## src/rtl/bcd_counter_pkg.sv

```systemverilog
// Shared types and the single-digit BCD increment rule for the cascaded BCD counter.
package bcd_counter_pkg;

  localparam int unsigned DIGIT_W = 4;

  typedef logic [DIGIT_W-1:0] bcd_digit_t;

  localparam bcd_digit_t BCD_MAX = 4'd9;

  // Returns {carry_out, next_digit}; values 9..15 roll to 0 so an illegal digit self-heals.
  function automatic logic [DIGIT_W:0] bcd_inc(input bcd_digit_t digit, input logic cin);
    logic       cout;
    bcd_digit_t nxt;
    cout = cin && (digit >= BCD_MAX);
    if (!cin) begin
      nxt = digit;
    end else if (digit >= BCD_MAX) begin
      nxt = '0;
    end else begin
      nxt = digit + DIGIT_W'(1);
    end
    return {cout, nxt};
  endfunction

endpackage

```

## src/rtl/bcd_digit.sv

```systemverilog
// One mod-10 BCD digit register; advances when cin is high, flags when it holds 9.
module bcd_digit
  import bcd_counter_pkg::*;
(
  input  logic       clk,
  input  logic       _rst,
  input  logic       cin,
  output bcd_digit_t q,
  output logic       is_nine
);

  bcd_digit_t q_next;
  logic       unused_cout;

  always_comb begin
    q_next      = q;
    unused_cout = 1'b0;
    {unused_cout, q_next} = bcd_inc(q, cin);
  end

  always_ff @(posedge clk or posedge _rst) begin
    if (_rst) begin
      q <= '0;
    end else begin
      q <= q_next;
    end
  end

  // Carry into higher digits is formed from these flags, not from bcd_inc's carry-out.
  assign is_nine = (q == BCD_MAX);

endmodule

```

## src/rtl/bcd_counter_top.sv

```systemverilog
// Free-running cascaded BCD up-counter (00..99 by default), async active-high reset.
// Optional terminal-count output tc enabled by defining BCD_CNT_TC_EN.
module bcd_counter_top
  import bcd_counter_pkg::*;
#(
  parameter int unsigned NUM_DIGITS = 2
) (
  input  logic                          clk,
  input  logic                          _rst,
  output logic [DIGIT_W*NUM_DIGITS-1:0] Q
`ifdef BCD_CNT_TC_EN
  ,
  output logic                          tc
`endif
);

  logic [NUM_DIGITS-1:0] is_nine;
  // carry[k] enables digit k; carry[NUM_DIGITS] is high exactly when every digit is 9.
  logic [NUM_DIGITS:0]   carry;

  assign carry[0] = 1'b1;

  for (genvar k = 0; k < NUM_DIGITS; k++) begin : g_digit
    bcd_digit u_digit (
      .clk     (clk),
      ._rst    (_rst),
      .cin     (carry[k]),
      .q       (Q[DIGIT_W*k +: DIGIT_W]),
      .is_nine (is_nine[k])
    );
    assign carry[k+1] = carry[k] & is_nine[k];
  end

`ifdef BCD_CNT_TC_EN
  assign tc = carry[NUM_DIGITS];
`else
  logic unused_all_nine;
  assign unused_all_nine = carry[NUM_DIGITS];
`endif

endmodule

```

## config.mk

```make
export PLATFORM = sky130hd
export DESIGN_NAME = bcd_counter_top
export DESIGN_NICKNAME = d
export VERILOG_FILES = /design/src/rtl/bcd_counter_pkg.sv /design/src/rtl/bcd_digit.sv /design/src/rtl/bcd_counter_top.sv
export SDC_FILE = /design/constraint.sdc
export NUM_CORES = 1
export LEC_CHECK = 0
export ABC_AREA = 1
export BUFFER_PORTS_ARGS = -buffer_cell sky130_fd_sc_hd__buf_2
export CORE_AREA = 5 5 42 44
export DETAILED_ROUTE_END_ITERATION = 7
export DIE_AREA = 0 0 47 49
export GPL_TIMING_DRIVEN = 0
export SLEW_MARGIN = 15
export SYNTH_ARGS = -nofsm -noshare
export SYNTH_HDL_FRONTEND = slang
export SYNTH_SLANG_ARGS = --single-unit
export TNS_END_PERCENT = 10
```

## constraint.sdc

```tcl
create_clock -name clk -period 2.9 [get_ports clk]
set_input_delay 0 -clock clk [delete_from_list [all_inputs] [get_ports clk]]
set_output_delay 0 -clock clk [all_outputs]
set_load 0.02 [all_outputs]
```

==> results.cfg <==
[route]
vias_per_cell = 4.44
ant_nets = 0
drc = 0
drt-initial-drc-count = 5
routedWlPerCell_um = 9.44
routed_wl_um = 821
vias = 386
dr.pass1.iters = 2

[floorplanning]
rows = 14
core_area_mm2 = 0.00140
die_w_um = 47
die_y_um = 49
dieArea_mm2 = 0.00230
pin_count = 10
initial_core_util_pct = 33.5

[synth]
yosysUniqueCellTypes = 12
synth_top_family_by_area = simple AND/OR/NAND/NOR gates
syn-cell-area_um2 = 469
yosys-top-cells-area = dfrtp_1, ha_1, inv_1
syn_avg_cell_area_um2 = 8.09
synth_seq_area_share_pct = 42.7
synthAdderAreaFrac_pct = 16.0
synthMuxAreaShare_pct = 0
synth-seq-cells = 8
synth_simple_gate_area_share_pct = 25.3
synthCells = 58
synth-compound-area-share_pct = 2.93
synth_area_leader_cell = dfrtp_1
synth-xor-area-share_pct = 1.87
ys_warn_count = 0
synth_top_area_share_pct = 42.7
syn_nets = 66

[cts]
root_buffer = clkbuf_4
cts_tree = yes
ctsResizeCount = 0
cts.reportedPaths.clkPinSlew_ns = 0.05
cts_max_level = 1
cts_setup_buffers = 0
clock-sinks = 8
clockBufferDepth = 2
cts_buffers = 3
clk-insertion-delay-late_ns = 0.25
cts_hold_buf = 1

[power]
p_int_mw = 0.160
ir_worst_vdd_mv = 0.214
powerDensity_mw_per_mm2 = 348
p_total_mw = 0.197
p_comb_share_pct = 1.9
clockPowerShare_pct = 41.4
p_leak_nw = 0.336
switching_share_pct = 18.7
seq_power_share_pct = 56.7
p_sw_mw = 0.0369

[sta]
finalCritPeriodShare_pct = 41.8
rsz0062_at_grt = false
finClkSkew_ns = 0.00257
worst_pin_slew_ns = 0.309
finalCriticalPeriod_ns = 1.21
timing.fmax_ghz = 0.824
relSlewSlack_pct = 79.4
setup_tns_ns = 0
finalSetupViolCount = 0
finalMaxSlewViolations = 0
hold_viol = 0

[global_routing]
grt_pass1_vias = 362
grt_overflow = 0
antenna_found_initial = 0
grt_use_total_pct = 8.67
grt_pass1_wl_mm = 1.46
grt_max_degree = 9

[critical_path]
required_ns = 3.03
critical_path_class = flip-flop to flip-flop
start_kind = flip-flop
worstPathMaxFanout = 6
setup.worst_path.end_class = flip-flop
arrival_ns = 1.35
worstRegToRegCells = 7

[placement]
placed_area_um2 = 534
dp_hpwl_um = 645
portBuffers = 9
globalplace.congestion = 0.748

[cells_and_area]
drive_gt1_share_pct = 22.5
finish.utilization_pct = 40.4
top_regs = g_digit.u_digit.q (8)
synthToLayoutAreaGrowth_pct = 20.8
layout.nets = 81
diodes = 0
largest_reg_flops = 8
regMostFlops = g_digit.u_digit.q
design_area_um2 = 567
layout_common_cells = inv_1, nand2_1, buf_2, dfrtp_1

[min_path]
hold_class = input pin to asynchronous set/reset pin

[flow_run]
maxCapViolCount = 0

[status]
status = finished, final reports clean
==> synthesized netlist by cell type (all sizes together) <==
library cell,count
ha,6
xnor2,1
a21oi,1
nand3,6
nand2,14
o21ai,1
dfrtp,8
nor2,7
inv,14
==> path summary, 6_finish.rpt <==
check / startpoint / end / slack (ns)
setup / recovery: g_digit[0].u_digit.q[1]$_DFF_PP0_ / g_digit[0].u_digit.q[0]$_DFF_PP0_ / 1.69
hold / removal: _rst / g_digit[0].u_digit.q[0]$_DFF_PP0_ / 0.24
setup reg to reg: g_digit[0].u_digit.q[1]$_DFF_PP0_ / g_digit[0].u_digit.q[0]$_DFF_PP0_ / 1.69
hold reg to reg: g_digit[0].u_digit.q[0]$_DFF_PP0_ / g_digit[0].u_digit.q[0]$_DFF_PP0_ / 0.54
max in group asynchronous: _rst / g_digit[1].u_digit.q[2]$_DFFE_PP0P_ / 2.42
min in group clk: g_digit[0].u_digit.q[0]$_DFF_PP0_ / g_digit[0].u_digit.q[0]$_DFF_PP0_ / 0.54
==> cells by family (layout without fill, tap and decap cells) <==
family | Yosys count | count (layout)
buffers and inverters | 14 | 27
adders and majority gates | 6 | 6
and+or+nand+nor | 27 | 27
DFF | 8 | 8
xor gates and xnor gates | 1 | 1
AOI/OAI and AO/OA | 2 | 2
==> power groups by stage <==
stage / clock (mW) / combinational [mW] / sequential, mW
after floorplan: 0 / 0.00174 / 0.114
after global placement: 0 / 0.00293 / 0.114
after detailed placement: 0 / 0.00301 / 0.114
after CTS: 0.0865 / 0.00404 / 0.112
after global routing: 0.0983 / 0.00454 / 0.112
final: 0.0816 / 0.00384 / 0.112
==> layout make-up <==
class	instances	area, um2
Clock buffer	3	22.5
Sequential cell	8	200
Tap cell	16	20.0
Inverter	14	52.6
Timing Repair Buffer	10	55.1
Multi-Input combinational cell	36	216
Fill cell	151	835
==> routing by layer <==
layer	GRT usage, %	part of all wire (%)	wire length [um]
met5	0	0	0
met4	4.15	0	0
met3	3.32	6.6	54
met2	12.7	45	367
met1	10.9	49	400
==> critical path: stages (launching register included) <==
cell,delay (ns)
dfrtp_1,0.41
inv_1,0.09
ha_1,0.14
nand2_1,0.08
nor2_4,0.15
inv_2,0.08
nand2_2,0.11
nor2_1,0.05
==> metrics by stage <==
step / hold slack [ns] / std cells / worst slack (ns)
after global placement: -0.0436 / 83 / 1.69
after floorplan: -0.184 / 58 / 1.66
after global routing: 0.264 / 87 / 1.54
final: 0.243 / 87 / 1.69
after detailed placement: -0.0384 / 83 / 1.68
after CTS: 0.245 / 87 / 1.67
(Power assumes the default switching activity.)
